**src/rtl/ram_ctrl_pkg.sv**
```systemverilog
// Shared definitions for the RAM arbiter: controller state encoding and default geometry.
package ram_ctrl_pkg;

  localparam int AW_DEFAULT = 2;
  localparam int DW_DEFAULT = 3;

  typedef enum logic {
    SERVE = 1'b0,
    CLEAR = 1'b1
  } state_t;

endpackage

```
**src/rtl/ram_arbiter.sv**
```systemverilog
// Two-requester round-robin arbiter in front of a single-port RAM, with a whole-RAM clear engine.
module ram_arbiter
  import ram_ctrl_pkg::*;
#(
  parameter int AW = AW_DEFAULT,
  parameter int DW = DW_DEFAULT
) (
  input  logic          CLK,
  input  logic          RST,
  input  logic          REQ0,
  input  logic          REQ1,
  input  logic          WR0,
  input  logic          WR1,
  input  logic [AW-1:0] A0,
  input  logic [AW-1:0] A1,
  input  logic [DW-1:0] D0,
  input  logic [DW-1:0] D1,
  output logic          GNT0,
  output logic          GNT1,
  output logic [DW-1:0] Q0,
  output logic [DW-1:0] Q1,
  output logic          QV0,
  output logic          QV1,
  input  logic          CLR_START,
  output logic          CLR_BUSY,
  output logic          CLR_DONE,
  output logic          RAM_EN,
  output logic          RAM_WR,
  output logic [AW-1:0] RAM_A,
  output logic [DW-1:0] RAM_D,
  input  logic [DW-1:0] RAM_Q
);

  localparam logic [AW:0] CNT_ONE = (AW+1)'(1);

  state_t        state_r;
  logic          prio_r;
  logic [AW:0]   cnt_r;
  logic [AW:0]   cnt_next_s;
  logic          qv0_r;
  logic          qv1_r;
  logic          clr_busy_r;
  logic          clr_done_r;
  logic          serve_s;
  logic          gnt0_s;
  logic          gnt1_s;

  // A clear request pre-empts any grant in the same cycle.
  assign serve_s    = (state_r == SERVE) && !RST && !CLR_START;
  assign gnt0_s     = serve_s && REQ0 && (!REQ1 || !prio_r);
  assign gnt1_s     = serve_s && REQ1 && (!REQ0 || prio_r);
  assign cnt_next_s = cnt_r + CNT_ONE;

  assign GNT0     = gnt0_s;
  assign GNT1     = gnt1_s;
  assign QV0      = qv0_r;
  assign QV1      = qv1_r;
  assign Q0       = RAM_Q;
  assign Q1       = RAM_Q;
  assign CLR_BUSY = clr_busy_r;
  assign CLR_DONE = clr_done_r;

  // RAM port mux: clear writes take the port, otherwise the granted requester drives it.
  always_comb begin
    RAM_EN = 1'b0;
    RAM_WR = 1'b0;
    RAM_A  = '0;
    RAM_D  = '0;
    if (!RST && (state_r == CLEAR)) begin
      RAM_EN = 1'b1;
      RAM_WR = 1'b1;
      RAM_A  = cnt_r[AW-1:0];
      RAM_D  = '0;
    end else if (gnt0_s) begin
      RAM_EN = 1'b1;
      RAM_WR = WR0;
      RAM_A  = A0;
      RAM_D  = D0;
    end else if (gnt1_s) begin
      RAM_EN = 1'b1;
      RAM_WR = WR1;
      RAM_A  = A1;
      RAM_D  = D1;
    end else begin
      RAM_EN = 1'b0;
      RAM_WR = 1'b0;
      RAM_A  = '0;
      RAM_D  = '0;
    end
  end

  // Controller FSM, priority pointer, clear counter and read-valid strobes.
  always_ff @(posedge CLK or posedge RST) begin
    if (RST) begin
      state_r    <= SERVE;
      prio_r     <= 1'b0;
      cnt_r      <= '0;
      qv0_r      <= 1'b0;
      qv1_r      <= 1'b0;
      clr_busy_r <= 1'b0;
      clr_done_r <= 1'b0;
    end else begin
      qv0_r      <= gnt0_s && !WR0;
      qv1_r      <= gnt1_s && !WR1;
      clr_done_r <= 1'b0;
      case (state_r)
        SERVE: begin
          if (CLR_START) begin
            state_r    <= CLEAR;
            clr_busy_r <= 1'b1;
            cnt_r      <= '0;
          end else if (gnt0_s) begin
            prio_r <= 1'b1;
          end else if (gnt1_s) begin
            prio_r <= 1'b0;
          end else begin
            prio_r <= prio_r;
          end
        end
        CLEAR: begin
          // The extra counter bit flags the last address without comparing against a wrapped value.
          cnt_r <= cnt_next_s;
          if (cnt_next_s[AW]) begin
            state_r    <= SERVE;
            clr_busy_r <= 1'b0;
            clr_done_r <= 1'b1;
          end else begin
            state_r <= CLEAR;
          end
        end
        default: begin
          state_r <= SERVE;
        end
      endcase
    end
  end

endmodule

```
**config.mk**
```make
export PLATFORM = sky130hd
export DESIGN_NAME = ram_arbiter
export DESIGN_NICKNAME = d
export VERILOG_FILES = /design/src/rtl/ram_ctrl_pkg.sv /design/src/rtl/ram_arbiter.sv
export SDC_FILE = /design/constraint.sdc
export NUM_CORES = 1
export LEC_CHECK = 0
export CORE_MARGIN = 2
export CORE_UTILIZATION = 25
export DETAILED_ROUTE_END_ITERATION = 6
export GPL_TIMING_DRIVEN = 0
export MAX_ROUTING_LAYER = met4
export PLACE_DENSITY = 0.69
export SLEW_MARGIN = 20
export SYNTH_ARGS = -nofsm -noshare
export SYNTH_HDL_FRONTEND = slang
export SYNTH_SLANG_ARGS = --single-unit
```
**constraint.sdc**
```tcl
create_clock -name CLK -period 1.6 [get_ports CLK]
set_input_delay 0.32 -clock CLK [delete_from_list [all_inputs] [get_ports CLK]]
set_output_delay 0.32 -clock CLK [all_outputs]
set_load 0.02 [all_outputs]
```
[Word-level counts from Yosys, hierarchy flattened]
Cells that the tools add are included.
Storage, ports and cells
  flip-flop bits (word level): 9
  latch bits: 0
  memory bits (writable): 0
  ROM bits: 0
  input port bits: 20
  output and inout port bits: 19
  logic and storage cells: 57
  memories kept: 0
Cells by class
  $add $sub $neg: 1
  multipliers: 0
  divide/modulo/power cells: 0
  magnitude comparators: 0
  equal/unequal tests: 2
  shift operators: 0
  multiplexer cells: 24
  bitwise logic cells: 2
  reductions and logical operators: 21
Operator list (count)
  $mux 1: 14
  $mux 3: 4
  $logic_and 1x1->1: 9
  $logic_not 1->1: 7
  $mux 2: 3
  $pmux 3 s2: 1
  $pmux 1 s2: 2
  $add 3x1->3 const B: 1
  $reduce_and 3->1: 1
  $logic_or 1x1->1: 2
  $ne 2x1->1 const B: 1
  $ne 2x2->1 const B: 1
  $not 1->1: 2
  $reduce_and 2->1: 1
  $reduce_bool 2->1: 1

[Depth between registers and ports, before layout]
  depth in word-level cells: 8
  mapped depth: 5
  depth with buffers taken out: 4

[Least setup slack after synthesis]
Ideal clock, no wire load.
  kind: register -> output
  start: register state_r
  end: output port RAM_A[0]
  data arrival time: 1.253 ns
  data required time: 1.280 ns
  slack: 0.027 ns
  stages on the path, launching flop included: 6
  path buffers: 1
  cells stage by stage: dfrtp_1 > buf_6 > nor3_2 > nand3_1 > inv_2 > a221o_1
On the way
  longest elaborated chain between the ends: 8
  elaborated cells between the ends (all ways): 11
  those cells by class: mux: 3; bitwise: 1; reduce/logical: 7
RTL lines
  start, declared: RTL line ram_arbiter.sv:36  | state_t state_r;
  start signal, assigned: RTL line ram_arbiter.sv:95  | state_r <= SERVE;
  start signal, assigned: RTL line ram_arbiter.sv:109  | state_r <= CLEAR;
  start signal, assigned: RTL line ram_arbiter.sv:124  | state_r <= SERVE;
  $not 1->1 (no source line)
  $logic_and 1x1->1 (2 in a row): RTL line ram_arbiter.sv:49  | assign serve_s = (state_r == SERVE) && !RST && !CLR_START;
  $logic_and 1x1->1 (2 in a row): RTL line ram_arbiter.sv:51  | assign gnt1_s = serve_s && REQ1 && (!REQ0 || prio_r);
  via GNT1: RTL line ram_arbiter.sv:19  | output logic GNT1,
  $mux 2: RTL line ram_arbiter.sv:79  | end else if (gnt1_s) begin
  $mux 2: RTL line ram_arbiter.sv:74  | end else if (gnt0_s) begin
  $mux 2: RTL line ram_arbiter.sv:69  | if (!RST && (state_r == CLEAR)) begin
  end, declared: RTL line ram_arbiter.sv:29  | output logic [AW-1:0] RAM_A,
The timed path passes the listed nets, and every way through them passes these cells.

[Worst setup path in the final report]
  start: register prio_r
  end: output port RAM_EN
On the way
  longest elaborated chain between the ends: 5
  elaborated cells between the ends (all ways): 8
  those cells by class: mux: 3; reduce/logical: 5
RTL lines
  start, declared: RTL line ram_arbiter.sv:37  | logic prio_r;
  start signal, assigned: RTL line ram_arbiter.sv:117  | prio_r <= prio_r;
  $logic_or 1x1->1 or $logic_not 1->1 (tied branches): RTL line ram_arbiter.sv:51, ram_arbiter.sv:50
  $logic_and 1x1->1 or $logic_or 1x1->1 (tied branches): RTL line ram_arbiter.sv:51, ram_arbiter.sv:50
  $mux 1 or $logic_and 1x1->1 (tied branches): RTL line ram_arbiter.sv:79, ram_arbiter.sv:50
  $mux 1 *: RTL line ram_arbiter.sv:74
  $mux 1 *: RTL line ram_arbiter.sv:69
  end, declared: RTL line ram_arbiter.sv:27  | output logic RAM_EN,
Mark *: on every way between the ends. The rest lies on a longest branch, timed or not.

==> metrics.md <==
| Metric | Value |
|---|---|
| Outcome | `complete, but fails checks` |
| Failing checks | `setup timing` |
| TritonCTS sink count | `9` |
| Main flop type after synthesis | `dfrtp_1` |
| Max-slew violation count | `0` |
| Final hold viol count | `0` |
| Via density | `4.47` |
| Net Sw Frac | `a little over a third` |
| Crit path time final | `approximately 1.8 ns` |
| Clock skew | `0.00125 ns` |
| CTS H-tree lvls | `1` |
| Vias in the first global route | `roughly 560` |
| Design area | `990 um2` |
| Total track usage | `13.5%` |
| Die Width | `50.1 um` |
| Seq cells post-synth | `9` |
| Area delta synth->final | `86.1%` |
| Hpwl dp | `982 um` |
| TritonRoute pass-1 iters | `3` |
| Max-cap violations | `0` |
| Syn Inst Count | `51` |
| Post-CTS Hold Buffers | `0` |
| Final Wtd Congestion | `0.694` |
| Routed met3 length | `167 um` |
| Detailed Route Iter0 Violations | `1` |
| Hold crit path type | `primary input to async pin` |
| Share of cells above drive strength 1 | `35.9%` |
| Ys Warns | `0` |
| Fraction of the mapped netlist area in simple logic gates | `19.1%` |
| Initial antenna violation count | `0` |
| Post-DP Area | `916 um2` |
| DRT antenna net count | `0` |
| Routed length on met2 | `747 um` |
| FF+latch area | `226 um2` |
| CTS max path bufs | `2` |
| Critical Path AT | `1.45 ns` |
| Multi-input logic area | `262 um2` |
| Cell Area, Synth | `532 um2` |
| Post-Layout Cell Count | `119` |
| Area fraction in compound gates after synthesis | `between 15 and 20%` |
| CP Class | `flip-flop to output port` |
| CTS tree | `done` |
| Total CTS buffers | `3` |
| Mux contribution to synthesized area | `2.12%` |
| Dominant cell type by area after synthesis | `dfrtp_1` |
| Full die area | `2510 um2` |
| Flop pwr share | `31.7%` |
| Skew-Pair Late Insertion Delay | `0.25 ns` |
| Commonest cells in the netlist | `dfrtp_1 (9), buf_4 (6)` |
| Setup Viol. Count Final | `8` |
| Post-Synth Adder-Cell Area | `2.35%` |
| Core area | `1980 um2` |
| IO buf count | `35` |
| Maximum clock rate | `~0.56 GHz` |
| Top cells by area, synth | `dfrtp_1 (42%), buf_4 (8.5%), a221o_1 (5.6%), a22o_1 (4.9%), buf_6 (4.2%)` |
| Drt wl/cell | `12.2 um` |
| Slew margin rel. | `76.0%` |
| PwrDens | `1200 nW/um2` |
| Post-synth top area share | `42.4%` |
| GR Overflow Total | `0` |
| Most frequent cell after synthesis | `dfrtp_1` |
| Post-route setup slack | `-0.174 ns` |
| DRT Wirelength | `1450 um` |
| Post-synthesis async set-or-reset flop share | `100%` |
| TNS Setup | `-0.987 ns` |
| DRC | `0` |
| CP Capture Type | `output port` |
| Combinational share of power | `53.8%` |
| Worst EP required | `1.28 ns` |
| DP Cell Count | `113` |
| Mapped Avg Cell Area | `around 10 um2` |
| RSZ-0062 raised after global routing | `true` |
| Layout Nets | `approximately 110` |
| Root buf cell | `clkbuf_4` |
| Post-synth EDFFs | `0` |
| Largest family of logic cells by synthesized area | `simple AND/OR/NAND/NOR gates` |
| Syn Nets | `72` |
| # rows | `16` |
| Clock slew at reported path FFs | `approximately 0.06 ns` |
| IO Pins | `39` |
| Post-synthesis sequential area ratio | `a little over two fifths` |
| CP Launch Type | `flip-flop` |
| Initial Util | `about 27%` |
| Fin crit share | `111%` |
| Largest net degree at the start of global routing | `10` |
| Leakage power | `0.467 nW` |
| XOR/XNOR Fraction of Synth Area | `1.65%` |
| Pre-CTS WS | `-0.822 ns` |
| Fill cell count | `170` |
| Psw | `0.413 mW` |
| Die height | `50.1 um` |
| Internal power | `0.774 mW` |
| Peak VDD IR | `0.000571 V` |
| Distinct cells, synth | `24` |
| Top routing layer used | `met3` |
| Total inserted antenna cells | `0` |
| Wire length on met1 | `535 um` |
| Clock power share | `14.4%` |
| Post-layout util | `49.9%` |
| First-pass GRT wire length | `2400 um` |
| Worst-path fanout max | `8` |
| Number of vias in the routed layout | `532` |
| Worst Tran Pin Value | `around 0.36 ns` |
-- flip-flops by register name, summed over array words and instances, names as in the netlist --
name      flops
prio_r        1
QV1           1
CLR_BUSY      1
QV0           1
state_r       1
cnt_r         3
CLR_DONE      1
-- power by group through the flow --
stage / sequential, mW / clock, mW / combinational, mW
after floorplan: 0.387 / 0 / 0.358
after global placement: 0.362 / 0 / 0.596
after detailed placement: 0.367 / 0 / 0.601
after CTS: 0.366 / 0.183 / 0.673
after global routing: 0.397 / 0.202 / 0.697
final: 0.377 / 0.171 / 0.639
-- worst max-delay path, stage by stage (launching register included) --
cell      delay [ns]
dfrtp_1         0.39
nand2b_4        0.14
nand3_2         0.10
inv_4           0.06
or3_4           0.36
buf_6           0.14
-- path summary, 6_finish.rpt --
path | start | to | slack (ns) | cells past startpoint
worst max-delay path | prio_r | RAM_EN | -0.17 | 5
min in group CLK | cnt_r[2] | cnt_r[2] | 0.51 | 1
max in group asynchronous | RST | state_r | 1.06 | 2
worst max register to register | cnt_r[0] | CLR_BUSY | 0.43 | 4
worst min-delay path | RST | prio_r | 0.26 | 2
worst min register to register | cnt_r[2] | cnt_r[2] | 0.51 | 1
-- logic make-up after synthesis --
family	Yosys count
AOI/OAI and AO/OA	11
xor gates and xnor gates	1
adders and majority gates	1
buffers and inverters	12
DFF	9
muxes	1
and+or+nand+nor	16
-- cell type report --
cell class | count | area share [%]
repair buffers | 38 | 38.3
multi-input cells | 31 | 26.4
flip-flops and latches | 9 | 22.9
plain buffers | 6 | 4.55
well taps | 27 | 3.41
clock buffers | 4 | 2.65
inverters | 4 | 1.77
-- routing by layer --
layer  up-vias  GRT usage, %
met5         -             -
met4         0          4.17
met3         0          7.88
met2        32          22.6
met1       244          12.9
li1        256             -
-- per-stage QoR --
stage / power (mW) / hold slack (ns)
floorplan: 0.745 / 0.148
global placement: 0.959 / 0.478
detailed placement: 0.969 / 0.490
CTS: 1.22 / 0.259
global route: 1.30 / 0.280
finish: 1.19 / 0.263
-- placed cells by master, fill, tap and decap left out, types with 3 or more instances in the layout --
cell and n:
a22o_1 3, clkbuf_4 3, inv_1 3, clkdlybuf4s50_1 22
buf_4 9, nor2_1 3, buf_6 9, a221o_1 3
dlygate4sd2_1 4, dfrtp_1 8
-- what timing repair did --
item | CTS | global route
setup endpoints to repair | 9 | 9
hold endpoints to repair | 0 | 0
cloned | 1 | 0
resized for setup | 64 | 2
buffers inserted | 3 | 0
pin swaps | 8 | 3
Power figures use the tool's default switching activity.
